### config.mk
export PLATFORM = sky130hd
export DESIGN_NAME = filter_sched
export DESIGN_NICKNAME = d
export VERILOG_FILES = /design/src/rtl/filter_pkg.sv /design/src/rtl/filter_step.sv /design/src/rtl/filter_sched.sv
export SDC_FILE = /design/constraint.sdc
export NUM_CORES = 1
export LEC_CHECK = 0
export CAP_MARGIN = 20
export CORE_MARGIN = 2
export CORE_UTILIZATION = 52
export CTS_BUF_LIST = sky130_fd_sc_hd__clkbuf_16
export CTS_CLUSTER_SIZE = 10
export DETAILED_ROUTE_END_ITERATION = 10
export GPL_ROUTABILITY_DRIVEN = 0
export PLACE_DENSITY = 0.74
export SLEW_MARGIN = 30
export SYNTH_ARGS = -nofsm -noshare
export SYNTH_HDL_FRONTEND = slang
export SYNTH_HIERARCHICAL = 1
export SYNTH_SLANG_ARGS = --single-unit
### constraint.sdc
create_clock -name clock -period 4.77 [get_ports clock]
set_clock_uncertainty 0.15 [all_clocks]
set_input_delay 0.477 -clock clock [delete_from_list [all_inputs] [get_ports clock]]
set_output_delay 0.477 -clock clock [all_outputs]
set_load 0.03 [all_outputs]
### src/rtl/filter_pkg.sv
// rtl/filter_pkg.sv - shared types and helpers for the time-multiplexed glitch filter
package filter_pkg;
    typedef enum logic {
        IDLE = 1'b0,
        SCAN = 1'b1
    } state_e;

    localparam int CNT_W_DEF = 4;

    // Channel-index width; never narrower than one bit.
    function automatic int ch_w(input int n);
        return (n <= 2) ? 1 : $clog2(n);
    endfunction
endpackage

### src/rtl/filter_step.sv
// rtl/filter_step.sv - combinational debounce step for the one channel being visited
module filter_step
    import filter_pkg::*;
#(
    parameter int CNT_W = CNT_W_DEF
) (
    input  logic             sync_i,
    input  logic             out_i,
    input  logic [CNT_W-1:0] cnt_i,
    input  logic [CNT_W-1:0] t_i,
    output logic             out_o,
    output logic [CNT_W-1:0] cnt_o,
    output logic             toggle_o
);
    logic [CNT_W:0] inc;

    always_comb begin
        inc      = {1'b0, cnt_i} + {{CNT_W{1'b0}}, 1'b1};
        out_o    = out_i;
        cnt_o    = '0;
        toggle_o = 1'b0;
        if (sync_i != out_i) begin
            // Compare one bit wider so a lowered threshold below the count still toggles.
            if (inc >= {1'b0, t_i}) begin
                out_o    = ~out_i;
                toggle_o = 1'b1;
            end else begin
                cnt_o = inc[CNT_W-1:0];
            end
        end
    end
endmodule

### src/rtl/filter_sched.sv
// rtl/filter_sched.sv - round-robin glitch filter over N_CH inputs; FILTER_SCHED_IRQ_EN adds irq/irq_clr
module filter_sched
    import filter_pkg::*;
#(
    parameter int N_CH  = 4,
    parameter int CNT_W = CNT_W_DEF
) (
    input  logic                    clock,
    input  logic                    reset,
    input  logic                    enable,
    input  logic [CNT_W-1:0]        thresh,
    input  logic [N_CH-1:0]         sig_in,
    output logic [N_CH-1:0]         sig_out,
    output logic                    edge_valid,
    output logic [ch_w(N_CH)-1:0]   edge_ch,
    output logic                    edge_rise
`ifdef FILTER_SCHED_IRQ_EN
    ,
    input  logic                    irq_clr,
    output logic                    irq
`endif
);
    localparam int IW = ch_w(N_CH);
    localparam logic [IW-1:0] LAST = IW'(N_CH - 1);

    logic [N_CH-1:0]  sync1_q, sync2_q, sig_out_q;
    logic [CNT_W-1:0] cnt_q [N_CH];
    logic [IW-1:0]    ptr_q;
    state_e           state_q;
    logic             edge_valid_q, edge_rise_q;
    logic [IW-1:0]    edge_ch_q;

    logic [CNT_W-1:0] t_eff, step_cnt;
    logic             step_out, step_tog;

    assign t_eff = (thresh == '0) ? CNT_W'(1) : thresh;

    filter_step #(.CNT_W(CNT_W)) u_step (
        .sync_i   (sync2_q[ptr_q]),
        .out_i    (sig_out_q[ptr_q]),
        .cnt_i    (cnt_q[ptr_q]),
        .t_i      (t_eff),
        .out_o    (step_out),
        .cnt_o    (step_cnt),
        .toggle_o (step_tog)
    );

    always_ff @(posedge clock) begin
        if (reset) begin
            sync1_q      <= '0;
            sync2_q      <= '0;
            sig_out_q    <= '0;
            for (int i = 0; i < N_CH; i++) cnt_q[i] <= '0;
            ptr_q        <= '0;
            state_q      <= IDLE;
            edge_valid_q <= 1'b0;
            edge_ch_q    <= '0;
            edge_rise_q  <= 1'b0;
        end else begin
            sync1_q      <= sig_in;
            sync2_q      <= sync1_q;
            edge_valid_q <= 1'b0;
            case (state_q)
                IDLE: if (enable)  state_q <= SCAN;
                SCAN: if (!enable) state_q <= IDLE;
            endcase
            // Visits are gated by enable directly so a falling enable cancels this cycle's visit.
            if (enable) begin
                cnt_q[ptr_q]     <= step_cnt;
                sig_out_q[ptr_q] <= step_out;
                if (step_tog) begin
                    edge_valid_q <= 1'b1;
                    edge_ch_q    <= ptr_q;
                    edge_rise_q  <= step_out;
                end
                ptr_q <= (ptr_q == LAST) ? '0 : ptr_q + 1'b1;
            end
        end
    end

    assign sig_out    = sig_out_q;
    assign edge_valid = edge_valid_q;
    assign edge_ch    = edge_ch_q;
    assign edge_rise  = edge_rise_q;

`ifdef FILTER_SCHED_IRQ_EN
    logic [N_CH-1:0] pend_q, pend_d;
    logic            irq_q;

    always_comb begin
        pend_d = irq_clr ? '0 : pend_q;
        // Applied after the clear so a coincident event keeps its pending bit.
        if (enable && step_tog) pend_d[ptr_q] = 1'b1;
    end

    always_ff @(posedge clock) begin
        if (reset) begin
            pend_q <= '0;
            irq_q  <= 1'b0;
        end else begin
            pend_q <= pend_d;
            irq_q  <= |pend_d;
        end
    end

    assign irq = irq_q;
`endif
endmodule

==> metrics.cfg <==
[critical_path]
cp.required_ns=4.76
crit_path_cell_trace=mux4_2 -> ha_1 -> xor2_1 -> ha_1 -> a21oi_2 -> o21ai_2 -> a21oi_1 -> mux2_1 -> nand3_1 -> a21oi_1
cp.arrival_ns=3.09
cp-start-kind=register
cp_top_family=multiplexers
path_buf_inv=0
crit_type=register to register
cp-end-kind=register
cp_slowest_cell=mux4_2
cp_num_cells=10
worstRegToRegCells=10
crit_path_max_fanout=5
crit_path_max_incr_delay_ns=0.60

[finish]
nFillCells=267
drive_above_1_share=0.167
final_common_cell=dfxtp_1
fin_util=0.632
synthToLayoutAreaGrowth_pct=18.2
seqCellArea_sq_um=881
num_antenna_cells=0
finalNetCount=181
multi_input_area_sq_um=818
layout_common_cells=dfxtp_1 (20), and2_1 (17), clkdlybuf4s50_1 (17), edfxtp_1 (16)

[floorplan]
core_sq_um=3310
fp.dieH_microns=62.3
die_x_microns=62.3
num_rows=21
start_util=0.534
io_pins=19
fp.dieArea_sq_um=3890

[yosys]
synth_top_area_frac=0.272
synthTopCellsByArea=edfxtp_1 (27%), dfxtp_1 (23%), ha_1 (6.4%)
synth_fp_nets=165
yosys_register_bits=36
yosys_warnings=6
syn_inst=145
yosysSeqAreaShare=0.498
yosys.cell_types.count=35
synth_top_cell_by_area=edfxtp_1
syn_avg_cell_area_sq_um=12.2
syn-cell-area_sq_um=1770

[timing]
slew_violations=0
fin_crit_ns=3.10
hold_slack_ns=0.295
finalHoldViolations=0
slew_headroom=0.434
fin_setup_tns_ns=0
finalWorstSetupSlack_ns=1.67
fmax_mhz=323
setup-violations-final=0
fin_crit_sh=0.650
tightest_slew_ns=0.846
rsz0062_at_grt=false

[detailed_routing]
drt_iter0_drc=81
vias=1142
routed_wl_microns=3380
first_pass_iters=4
via_per_inst=5.49
ant_nets=0
wl_per_cell_microns=16.3
post-route-drc-count=0

[clock_tree]
ctsHoldBuffers=0
clock-sinks=36
worstSkewPairLatency_ns=0.28
cts_tree=done
cts.path.max_buffers=2
htreeDepth=2
clock-root-buffer=clkbuf_16
numCtsBuffers=5
clkTransAtPathRegs_ns=0.06
cts_setup_buffers=0
cts.repair.resized=0

[grt]
grt_first_pass_wirelength_microns=5780
overflow=0
antenna_found_initial=0
grt_pass1_vias=1182
grt_usage=0.201
grt_max_degree=26

[power]
power_density_nw_per_um2=353
vdd_drop_max_mv=0.257
p_leak_uw=0.000827
p_total_uw=738

[worst_hold_path]
hold_class=register to register
min_path_cells=1

[status]
status=complete, no violations

[placed_design]
dp_hpwl_microns=2430
io_buffers=18
dp_slack_ns=1.63

[run]
drv_cap=0

-- synthesized netlist by cell type --
library cell,instances
ha_1,9
mux2i_1,1
a21oi_1,8
nor3_1,1
xnor2_1,2
clkbuf_1,3
mux2_1,1
a211o_1,1
and2b_1,1
a31o_1,1
nand3_1,8
nor2b_2,2
buf_6,1
or2b_1,1
o21bai_1,2
nor2_1,4
buf_2,5
edfxtp_1,16
a21oi_2,2
a31o_2,2
nor4b_4,1
and2_1,17
nor2b_1,9
nand2_1,1
dfxtp_1,20
o21ai_2,1
mux4_1,2
inv_1,6
xor2_1,1
nand2b_1,1
a21bo_2,7
mux4_2,4
and4bb_1,2
or2_2,1
or3b_1,1
-- worst reg2reg max path, delay by kind of cell, from the launching register on --
kind	cells	cell delay, ns
AO/OA/AOI/OAI	4	0.49
XOR/XNOR	1	0.16
adder cells (fa/ha/maj)	2	0.57
flip-flops	1	0.45
multiplexers	2	1.02
AND/OR/NAND/NOR	1	0.13
-- sequential cells by signal, summed over array words and instances (netlist names), named ones only --
| name | cells |
|---|---|
| edge_ch | 2 |
| sync1_q | 4 |
| sig_out | 4 |
| edge_valid | 1 |
| cnt_q | 16 |
| sync2_q | 4 |
| edge_rise | 1 |
| ptr_q | 2 |
-- cell families (layout without fill, tap and decap cells) --
logic type,count (synthesis),after routing,synth area share
compound gates,24,24,0.105
xor+xnor,3,3,0.0149
fa+ha+maj,9,9,0.0637
buf+inv,15,32,0.0396
flops,36,36,0.498
mux,8,8,0.0926
simple gates,50,50,0.186
-- cell type report --
cell class / count / area share
clock buffer: 5 / 0.0598
clock inverter: 3 / 0.00598
inverter: 6 / 0.0108
multi-input combinational: 94 / 0.391
sequential: 36 / 0.421
tap: 46 / 0.0275
timing repair buffer: 18 / 0.0837
-- worst paths after layout --
| check | start | to | slack (ns) |
|---|---|---|---|
| setup reg to reg | register | sig_out[0] | 1.67 |
| setup / recovery | register | sig_out[0] | 1.67 |
| hold reg to reg | sync1_q[3] | sync2_q[3] | 0.29 |
| hold / removal | sync1_q[3] | sync2_q[3] | 0.29 |
-- layer usage --
metal	track usage	wire, microns	part of all wire	vias up
met3	0.0598	177	0.052	5
met1	0.240	1380	0.41	560
met5	0	0	0	-
li1	-	-	-	552
met2	0.341	1770	0.52	25
met4	0.0806	54	0.016	0
-- per-stage QoR --
| step | instance area, sq um | instances |
|---|---|---|
| 4_1_cts | 2100 | 208 |
| 2_1_floorplan | 1770 | 145 |
| 3_5_place_dp | 1960 | 200 |
| 3_3_place_gp | 1960 | 200 |
| 6_report | 2090 | 208 |
| 5_1_grt | 2090 | 208 |
-- report_power, final --
part / internal (uW) / total, uW / leakage, uW / switching [uW]
clock network: 188 / 300 / 0.0000762 / 112
logic: 43.0 / 89.0 / 0.000419 / 46.1
registers: 337 / 349 / 0.000332 / 12.0
Note: power is estimated with default switching activity, not from simulation.
